<file path="config.mk">
export PLATFORM = sky130hd
export DESIGN_NAME = fsa_header_filter
export DESIGN_NICKNAME = d
export VERILOG_FILES = /design/src/rtl/fsa_pkg.sv /design/src/rtl/fsa_header_avg.sv /design/src/rtl/fsa_header_filter.sv
export SDC_FILE = /design/constraint.sdc
export NUM_CORES = 1
export LEC_CHECK = 0
export BUFFER_PORTS_ARGS = -buffer_cell sky130_fd_sc_hd__buf_2
export CORE_AREA = 4 4 125 127
export DETAILED_ROUTE_END_ITERATION = 16
export DIE_AREA = 0 0 129 131
export GPL_TIMING_DRIVEN = 0
export PLACE_DENSITY = 0.86
export SLEW_MARGIN = 30
export SYNTH_ARGS = -nofsm -noshare
export SYNTH_HDL_FRONTEND = slang
export SYNTH_SLANG_ARGS = --single-unit
</file>
<file path="constraint.sdc">
create_clock -name clk -period 5.17 [get_ports clk]
set_input_delay 1.034 -clock clk [delete_from_list [all_inputs] [get_ports clk]]
set_output_delay 1.034 -clock clk [all_outputs]
set_load 0.05 [all_outputs]
</file>
<file path="src/rtl/fsa_pkg.sv">
// Shared types and default parameters for the fiber-header frame-rate filter.
package fsa_pkg;

    typedef enum logic {
        EMPTY = 1'b0,
        FILL  = 1'b1
    } ch_state_e;

    localparam int unsigned IMG_WW_DEF     = 12;
    localparam int unsigned AVG_LOG2_DEF   = 2;
    localparam int unsigned JITTER_TOL_DEF = 4;
    localparam int unsigned MISS_W_DEF     = 8;

endpackage

</file>
<file path="src/rtl/fsa_header_avg.sv">
// One header channel: batches 2^C_AVG_LOG2 consistent X samples, publishes their
// floor average, and tracks total and consecutive misses.
module fsa_header_avg
    import fsa_pkg::*;
#(
    parameter int unsigned C_IMG_WW     = IMG_WW_DEF,
    parameter int unsigned C_AVG_LOG2   = AVG_LOG2_DEF,
    parameter int unsigned C_JITTER_TOL = JITTER_TOL_DEF,
    parameter int unsigned C_MISS_W     = MISS_W_DEF
) (
    input  logic                clk,
    input  logic                resetn,
    input  logic                sample_i,
    input  logic                flush_i,
    input  logic                hdr_valid_i,
    input  logic [C_IMG_WW-1:0] hdr_x_i,
    output logic                out_valid_o,
    output logic [C_IMG_WW-1:0] out_x_o,
    output logic [C_MISS_W-1:0] miss_cnt_o,
    output logic                publish_c
);

    localparam int unsigned ACC_W  = C_IMG_WW + C_AVG_LOG2;
    localparam int unsigned CNT_W  = C_AVG_LOG2 + 1;
    localparam int unsigned DIFF_W = C_IMG_WW + 1;
    localparam logic [CNT_W-1:0]  BATCH_CNT = CNT_W'(1 << C_AVG_LOG2);
    localparam logic [DIFF_W-1:0] TOL       = DIFF_W'(C_JITTER_TOL);

    ch_state_e           state_q, state_d;
    logic [ACC_W-1:0]    acc_q, acc_d;
    logic [CNT_W-1:0]    cnt_q, cnt_d;
    logic [C_IMG_WW-1:0] ref_q, ref_d;
    logic [CNT_W-1:0]    cmiss_q, cmiss_d;
    logic                valid_q, valid_d;
    logic [C_IMG_WW-1:0] x_q, x_d;
    logic [C_MISS_W-1:0] miss_q, miss_d;

    logic [DIFF_W-1:0]   diff;
    logic [DIFF_W-1:0]   abs_diff;
    logic                in_tol;

    // Deviation from the batch's first sample, widened by one bit so it never wraps.
    always_comb begin
        diff     = {1'b0, hdr_x_i} - {1'b0, ref_q};
        abs_diff = diff[DIFF_W-1] ? (~diff + DIFF_W'(1)) : diff;
        in_tol   = (abs_diff <= TOL);
    end

    always_ff @(posedge clk or negedge resetn) begin
        if (!resetn) begin
            state_q <= EMPTY;
            acc_q   <= '0;
            cnt_q   <= '0;
            ref_q   <= '0;
            cmiss_q <= '0;
            valid_q <= 1'b0;
            x_q     <= '0;
            miss_q  <= '0;
        end else begin
            state_q <= state_d;
            acc_q   <= acc_d;
            cnt_q   <= cnt_d;
            ref_q   <= ref_d;
            cmiss_q <= cmiss_d;
            valid_q <= valid_d;
            x_q     <= x_d;
            miss_q  <= miss_d;
        end
    end

    always_comb begin
        state_d   = state_q;
        acc_d     = acc_q;
        cnt_d     = cnt_q;
        ref_d     = ref_q;
        cmiss_d   = cmiss_q;
        valid_d   = valid_q;
        x_d       = x_q;
        miss_d    = miss_q;
        publish_c = 1'b0;

        if (flush_i) begin
            state_d = EMPTY;
            acc_d   = '0;
            cnt_d   = '0;
        end else if (sample_i) begin
            if (hdr_valid_i) begin
                if (state_q == FILL && in_tol) begin
                    acc_d = acc_q + ACC_W'(hdr_x_i);
                    cnt_d = cnt_q + CNT_W'(1);
                end else begin
                    acc_d = ACC_W'(hdr_x_i);
                    ref_d = hdr_x_i;
                    cnt_d = CNT_W'(1);
                end
                if (state_q == EMPTY) begin
                    cmiss_d = '0;
                end
                state_d = FILL;
                // Full batch: publish the floor average and start over.
                if (cnt_d == BATCH_CNT) begin
                    publish_c = 1'b1;
                    x_d       = C_IMG_WW'(acc_d >> C_AVG_LOG2);
                    valid_d   = 1'b1;
                    state_d   = EMPTY;
                    acc_d     = '0;
                    cnt_d     = '0;
                end
            end else begin
                state_d = EMPTY;
                acc_d   = '0;
                cnt_d   = '0;
                if (miss_q != '1) begin
                    miss_d = miss_q + C_MISS_W'(1);
                end
                if (cmiss_q != '1) begin
                    cmiss_d = cmiss_q + CNT_W'(1);
                end
                if (cmiss_d >= BATCH_CNT) begin
                    valid_d = 1'b0;
                end
            end
        end
    end

    assign out_valid_o = valid_q;
    assign out_x_o     = x_q;
    assign miss_cnt_o  = miss_q;

endmodule

</file>
<file path="src/rtl/fsa_header_filter.sv">
// Frame-rate header filter: two independent averaging channels gated by the
// software enable, with a shared registered update pulse.
module fsa_header_filter
    import fsa_pkg::*;
#(
    parameter int unsigned C_IMG_WW     = IMG_WW_DEF,
    parameter int unsigned C_AVG_LOG2   = AVG_LOG2_DEF,
    parameter int unsigned C_JITTER_TOL = JITTER_TOL_DEF,
    parameter int unsigned C_MISS_W     = MISS_W_DEF
) (
    input  logic                clk,
    input  logic                resetn,
    input  logic                en,
    input  logic                frame_done,
    input  logic                lft_header_valid_i,
    input  logic [C_IMG_WW-1:0] lft_header_x_i,
    input  logic                rt_header_valid_i,
    input  logic [C_IMG_WW-1:0] rt_header_x_i,
    output logic                lft_valid,
    output logic [C_IMG_WW-1:0] lft_x,
    output logic                rt_valid,
    output logic [C_IMG_WW-1:0] rt_x,
    output logic                update,
    output logic [C_MISS_W-1:0] lft_miss_cnt,
    output logic [C_MISS_W-1:0] rt_miss_cnt
);

    logic sample;
    logic flush;
    logic lft_pub_c;
    logic rt_pub_c;
    logic update_q;

    assign sample = en & frame_done;
    assign flush  = ~en;

    fsa_header_avg #(
        .C_IMG_WW    (C_IMG_WW),
        .C_AVG_LOG2  (C_AVG_LOG2),
        .C_JITTER_TOL(C_JITTER_TOL),
        .C_MISS_W    (C_MISS_W)
    ) u_lft (
        .clk        (clk),
        .resetn     (resetn),
        .sample_i   (sample),
        .flush_i    (flush),
        .hdr_valid_i(lft_header_valid_i),
        .hdr_x_i    (lft_header_x_i),
        .out_valid_o(lft_valid),
        .out_x_o    (lft_x),
        .miss_cnt_o (lft_miss_cnt),
        .publish_c  (lft_pub_c)
    );

    fsa_header_avg #(
        .C_IMG_WW    (C_IMG_WW),
        .C_AVG_LOG2  (C_AVG_LOG2),
        .C_JITTER_TOL(C_JITTER_TOL),
        .C_MISS_W    (C_MISS_W)
    ) u_rt (
        .clk        (clk),
        .resetn     (resetn),
        .sample_i   (sample),
        .flush_i    (flush),
        .hdr_valid_i(rt_header_valid_i),
        .hdr_x_i    (rt_header_x_i),
        .out_valid_o(rt_valid),
        .out_x_o    (rt_x),
        .miss_cnt_o (rt_miss_cnt),
        .publish_c  (rt_pub_c)
    );

    // Update is registered alongside the published X values.
    always_ff @(posedge clk or negedge resetn) begin
        if (!resetn) begin
            update_q <= 1'b0;
        end else begin
            update_q <= lft_pub_c | rt_pub_c;
        end
    end

    assign update = update_q;

endmodule

</file>
; ---- Word-level counts from Yosys, hierarchy flattened
; Cells that the tools add are included.
[op_classes]
n_mux = 62
add_sub_neg = 12
bitwise = 8
eq_ne = 11
order_cmp = 4
reduce_logical = 14
[op_table]
columns = operator, count
row1 = $mux W14, 10
row2 = $mux W3, 28
row3 = $reduce_and A4 Y1, 8
row4 = $add A14 B12 Y14, 2
row5 = $add A13 B1 Y13 const B, 2
row6 = $le A13 B3 Y1 const B, 2
row7 = $mux W13, 2
row8 = $not A13 Y13, 2
row9 = $sub A12 B12 Y13, 2
row10 = $mux W1, 22
row11 = $add A8 B1 Y8 const B, 2
row12 = $ne A8 B8 Y1 const B, 2
row13 = $add A3 B1 Y3 const B, 4
row14 = $eq A3 B3 Y1 const B, 2
row15 = $ge A3 B3 Y1 const B, 2
row16 = $ne A2 B1 Y1 const B, 3
row17 = $ne A3 B3 Y1 const B, 2
row18 = $reduce_and A3 Y1, 2
row19 = $ne A2 B2 Y1 const B, 2
row20 = $not A1 Y1, 4
row21 = $reduce_bool A2 Y1, 2
row22 = $logic_and A1 B1 Y1, 2
row23 = $and A1 B1 Y1, 1
row24 = $or A1 B1 Y1, 1
[totals]
in_bits = 30
out_inout_bits = 43
regBits = 109
elab_cells = 128

; ---- Longest topological paths before layout
[depth]
depth_word = 16
depth_mapped = 16
depth_no_buf = 13

; ---- Modules after synthesis
; A second synthesis with hierarchy kept.
[hier_totals]
cells_unflattened = 984
hier_area_um2 = 8690.8
[by_module_without_submodules]
columns = mod, seq_area_each_um2, area_per_inst_um2, cells_per_inst, instances
row1 = fsa_header_avg (u_lft), 1351.3, 4505.6, 517, 1
row2 = fsa_header_avg (u_rt), 1351.3, 4144.0, 463, 1
row3 = fsa_header_filter, 25.0, 41.3, 4, 1

; ---- Worst setup path before layout
; Ideal clock, no wire load.
[synth_path]
path_kind = input -> register
start = input rt_header_x_i[0]
end = register u_rt.ref_q[10]
path_slack_ns = 0.638
arrival_ns = 4.405
required_time_ns = 5.043
path_buffers = 2
setup_ns = 0.127
cell_stages = 15
path_cell_list = inv_1 -> ha_1 -> fa_1 -> nor2b_1 -> o22a_1 -> xnor2_1 -> o211ai_1 -> or4_1 -> or4_1 -> o221ai_2 -> buf_6 -> nand3_2 -> o21ai_2 -> buf_6 -> mux2_1
[synth_via]
elab_chain_len = 8
[synth_lines]
columns = item, line_no
row1 = from (decl), fsa_header_filter.sv:18  ; input logic [C_IMG_WW-1:0] rt_header_x_i,
row2 = $sub A12 B12 Y13 *, fsa_header_avg.sv:44  ; diff = {1'b0, hdr_x_i} - {1'b0, ref_q};
row3 = $not A13 Y13, fsa_header_avg.sv:45  ; abs_diff = diff[DIFF_W-1] ? (~diff + DIFF_W'(1)) : diff;
row4 = $add A13 B1 Y13, fsa_header_avg.sv:45
row5 = $mux W13 *, fsa_header_avg.sv:45
row6 = $le A13 B3 Y1 *, fsa_header_avg.sv:46  ; in_tol = (abs_diff <= TOL);
row7 = $logic_and A1 B1 Y1 *, fsa_header_avg.sv:88  ; if (state_q == FILL && in_tol) begin
row8 = $not A1 Y1 (no source line) *, n/a
row9 = $reduce_and A4 Y1 (no source line) *, n/a
row10 = to (signal assigned), fsa_header_avg.sv:63  ; ref_q <= ref_d;
row11 = to (decl), fsa_header_avg.sv:32  ; logic [C_IMG_WW-1:0] ref_q, ref_d;
; Mark *: on every way between the ends. The rest lies on a longest branch, timed or not.
; A chain may end at the register's enable or synchronous reset.

; ---- Worst setup path after layout
; Same ends and word-level chain as after synthesis.

==> run summary <==
The cell depth of the worst min-delay path is 1. The HPWL after detailed placement is roughly 14,000 µm. The global route total overflow is 0. The floorplan row count is 44.

The run finished with clean final reports. In the routed layout, each cell is associated on average with a via count of 6.06. The power density of the placed cells came out at about 340 mW/mm². The count of yosys warnings during synthesis is 0. The wire length reported by the detailed router is approximately 19,000 µm. The startpoint identified for the worst hold timing path is u_rt.out_x_o[2]. The remaining number of nets flagged by the antenna check after routing is 0.

The cell count of the worst reg-to-reg path is 14. The fraction of registers with async set/reset came out at 100%. Synthesis produced a netlist with a net count of about 920. Measured against its own limit, the worst slew margin works out to 56.9%. The count of routing violations after the opening detailed-route iteration is ~480.

The most frequent cell after synthesis is sky130_fd_sc_hd__dfrtp_1. The post-synthesis to final-layout area growth is 11.6%. The number of storage elements in the synthesis netlist is about 110. The category of the critical setup timing path is input port to flop. The worst register-to-register path begins at u_rt.ref_q[0]. The routability congestion estimate from global placement came out at 0.933.

The fill cell total of the finished layout is 1,206. The number of antenna repair diodes came out at 0. The maximum clock path buffer count is 2. The largest fanout of any net on the critical path is 10. In this run, post-CTS hold repair placed 0 buffers.

The global-route wire length before repair is 31,800 µm. The starting density of the core came out at between 50% and 60%. Global routing consumed, over all layers together, a little under a quarter of the routing resources. Gates resized during post-CTS repair numbered 0.

The tree is rooted in a sky130_fd_sc_hd__clkbuf_16. The horizontal extent of the die came out at 129 µm. After synthesis, the mean cell area works out to 9.43 µm². In the synthesized netlist, the number of instances is between 800 and 900. The time the worst path needs with I/O delays and setup is 4.88 ns.

The TritonCTS clock tree is built. In the synthesized netlist the dominant register cell turns out to be sky130_fd_sc_hd__dfrtp_1. The share of the yosys chip area belonging to registers came out at 34.7%.

The period utilization came out at between 90% and 100%. The endpoint identified for the worst register-to-register timing path is u_rt.ref_q[10]. For flop-to-flop paths, the worst setup slack is 0.79 ns. Setup violations remaining at the end of the flow were counted as 0.

The synthesized design devotes to its leading area cell type 34.7% of total area. The clock buffer count from CTS came out at 9. The final non-filler cell area came out at ~0.0088 mm². By count the netlist is led by sky130_fd_sc_hd__dfrtp_1 (109), sky130_fd_sc_hd__nand2_1 (65), sky130_fd_sc_hd__inv_1 (59). In this run the static leakage power is between 4 and 5 nW. The via count of the first global-routing pass is ~6.6k. The min-delay analysis places its worst path in the category flop to flop.

The worst vdd rail ir drop is 0.000173 V. The number of hold violations in the final report was 0. The number of port buffers is 72. At the worst endpoint, the required time is 5.40 ns. The placeable core region came out at approximately 0.014 mm². At the pin with the least slew margin, the transition time is roughly 0.63 ns. The number of H-tree levels came out at 3.

The number of clock sinks is around 110. The initial antenna violation count came to 0. Entering global routing, the biggest net connects 81 pins. The synthesized cell area came out at a little under 0.008 mm². Derived from the worst setup path, the maximum achievable clock frequency is slightly above 0.2 GHz.

The worst setup path is launched from an input port. The height of the die is 131 µm. The total vias in the final route came out at around 6.7k. The number of max-cap violations is 0. The final max-slew violation count is 0. The final-stage net count came out at 1,005. The biggest area contributor in the post-synthesis netlist is sky130_fd_sc_hd__dfrtp_1. The die area came out at 0.0169 mm².

The insertion delay to the later sink of the worst-skew pair came out at 0.36 ns. STA classifies the critical path endpoint as a flop. The data arrival at the endpoint of the critical path came out at approximately 5.1 ns.

The routed length per placed instance is 17.0 µm. The post-synthesis cell type count came out at 81. The count of pins on the block boundary is 73. The post-CTS setup repair buffer count came out at 0. Yosys attributes the largest share of cell area to sky130_fd_sc_hd__dfrtp_1 (35%), sky130_fd_sc_hd__ha_1 (8.6%), sky130_fd_sc_hd__mux2_2 (3.4%), sky130_fd_sc_hd__xor2_1 (3.3%), sky130_fd_sc_hd__xnor2_1 (3.1%). The fraction of layout instances using a drive strength above 1 is 17.4%. After clock tree synthesis, the clock-pin slew on the worst setup and hold paths is roughly 0.070 ns. The total power is roughly 3.0 mW. The count of flip-flops with a built-in enable after synthesis came out at 0.

For hold timing, the worst endpoint is u_rt.out_x_o[2]. Between clock sinks in the finished design, the worst skew comes to ~0.015 ns. For this run, the detailed router's first-pass iteration total came to 5. Setup repair after global routing left no endpoint under its margin. The post-detailed-route DRC marker count is 0. The cell area reported after detailed placement came out at around 0.0085 mm².
-- flip-flops by register name, summed over array words and instances (netlist names) --
register	count
u_rt.acc_q	14
u_rt.out_valid_o	1
u_rt.state_q	1
u_lft.out_x_o	12
u_lft.out_valid_o	1
u_rt.out_x_o	12
u_lft.cmiss_q	3
u_lft.ref_q	12
u_lft.cnt_q	3
update	1
u_lft.acc_q	14
u_rt.miss_cnt_o	8
u_rt.ref_q	12
u_rt.cnt_q	3
u_lft.state_q	1
u_lft.miss_cnt_o	8
u_rt.cmiss_q	3
-- how the worst max path moves through the flow --
stage | start | endpoint | slack [ns] | cells after the start
finish | rt_header_x_i[0] | u_rt.ref_q[10] | 0.29 | 16
global route | rt_header_x_i[0] | u_rt.ref_q[10] | 0.09 | 16
CTS | lft_header_x_i[0] | u_lft.acc_q[8] | 0.26 | 14
detailed placement | lft_header_x_i[0] | u_lft.acc_q[1] | -0.06 | 14
global placement | rt_header_x_i[0] | u_rt.ref_q[10] | 0.03 | 16
floorplan | rt_header_x_i[0] | u_rt.ref_q[10] | 0.64 | 15
-- kinds of logic (layout without fill, tap and decap cells) --
kind of cell    after synthesis  after routing  share of synthesized area, %
xor+xnor                     59             59                          6.68
buf+inv                      90            178                          4.97
simple gates                232            232                          15.3
flops                       109            109                          34.7
mux                          57             57                          7.92
compound gates              228            228                          20.7
fa+ha+maj                    58             58                          9.62
-- metrics by stage --
step                hold WS (ns)  instances  setup slack [ns]  utilization (%)  setup TNS, ns
floorplan                  0.454        833             0.638                -              0
global route               0.495       1105            0.0854             60.8              0
CTS                        0.488       1105             0.264             60.7              0
detailed placement         0.474       1090           -0.0618             58.8         -0.463
finish                     0.483       1105             0.291             60.8              0
global placement           0.464       1089            0.0297             58.5              0
-- cells in the final DEF (no fill, tap or decap), types with 6 or more instances in the layout --
cell                        Yosys  final
sky130_fd_sc_hd__dfrtp_1      109    109
sky130_fd_sc_hd__buf_2          9     80
sky130_fd_sc_hd__nand2_1       65     65
sky130_fd_sc_hd__inv_1         59     59
sky130_fd_sc_hd__ha_1          54     54
sky130_fd_sc_hd__o21ai_0       48     48
sky130_fd_sc_hd__nor2_1        42     42
sky130_fd_sc_hd__a21oi_1       38     38
sky130_fd_sc_hd__xor2_1        30     30
sky130_fd_sc_hd__xnor2_1       28     28
sky130_fd_sc_hd__mux2_2        24     24
sky130_fd_sc_hd__nand3_1       22     22
sky130_fd_sc_hd__mux2_1        17     17
sky130_fd_sc_hd__mux2i_1       16     16
sky130_fd_sc_hd__a41oi_1       16     16
sky130_fd_sc_hd__clkbuf_1      15     15
sky130_fd_sc_hd__a21o_1        15     15
sky130_fd_sc_hd__a32oi_1       15     15
sky130_fd_sc_hd__a31o_2        13     13
sky130_fd_sc_hd__a22oi_1       13     13
sky130_fd_sc_hd__nor2b_1       12     12
sky130_fd_sc_hd__nand2b_1      12     12
sky130_fd_sc_hd__nor3_1        12     12
sky130_fd_sc_hd__and3_1        11     11
sky130_fd_sc_hd__a211oi_1      10     10
sky130_fd_sc_hd__nand4_1       10     10
sky130_fd_sc_hd__clkbuf_16      0      9
sky130_fd_sc_hd__a31oi_1        7      7
sky130_fd_sc_hd__o21a_1         7      7
sky130_fd_sc_hd__or2_2          6      6
-- routing by layer --
layer | track usage [%] | vias to the layer above | part of all wire (%) | wire length, µm
li1 | - | 3238 | - | -
met1 | 31.2 | 3228 | 45 | 8360
met2 | 37.2 | 191 | 48 | 8930
met3 | 4.88 | 41 | 5.5 | 1040
met4 | 8.40 | 0 | 2.3 | 425
met5 | 0 | - | 0 | 0
-- where the power goes --
part | internal (mW) | switching [mW] | total [mW]
Sequential | 0.945 | 0.0862 | 1.03
Clock | 0.343 | 0.338 | 0.682
Combinational | 0.463 | 0.781 | 1.24
-- layout make-up --
cell class	instances	area (µm²)	share of cell area, %
sequential	109	2730	31.1
clock buffer	10	239	2.73
buffer	31	169	1.93
tap	184	230	2.63
timing repair buffer	73	398	4.54
multi-input combinational	634	4740	54.1
inverter	59	221	2.53
clock inverter	5	41.3	0.471
-- worst max-delay path, cell delays in order --
cell                        delay (ns)
sky130_fd_sc_hd__buf_2            0.14
sky130_fd_sc_hd__inv_1            0.05
sky130_fd_sc_hd__ha_1             0.22
sky130_fd_sc_hd__fa_1             0.42
sky130_fd_sc_hd__nor2b_1          0.25
sky130_fd_sc_hd__o21ai_2          0.15
sky130_fd_sc_hd__a2bb2oi_1        0.29
sky130_fd_sc_hd__xor2_1           0.22
sky130_fd_sc_hd__or4_1            0.57
sky130_fd_sc_hd__or4_1            0.56
sky130_fd_sc_hd__o221ai_2         0.10
sky130_fd_sc_hd__buf_6            0.18
sky130_fd_sc_hd__nand3_2          0.08
sky130_fd_sc_hd__o21ai_2          0.26
sky130_fd_sc_hd__buf_6            0.22
sky130_fd_sc_hd__mux2_1           0.36
Power figures use the tool's default switching activity.
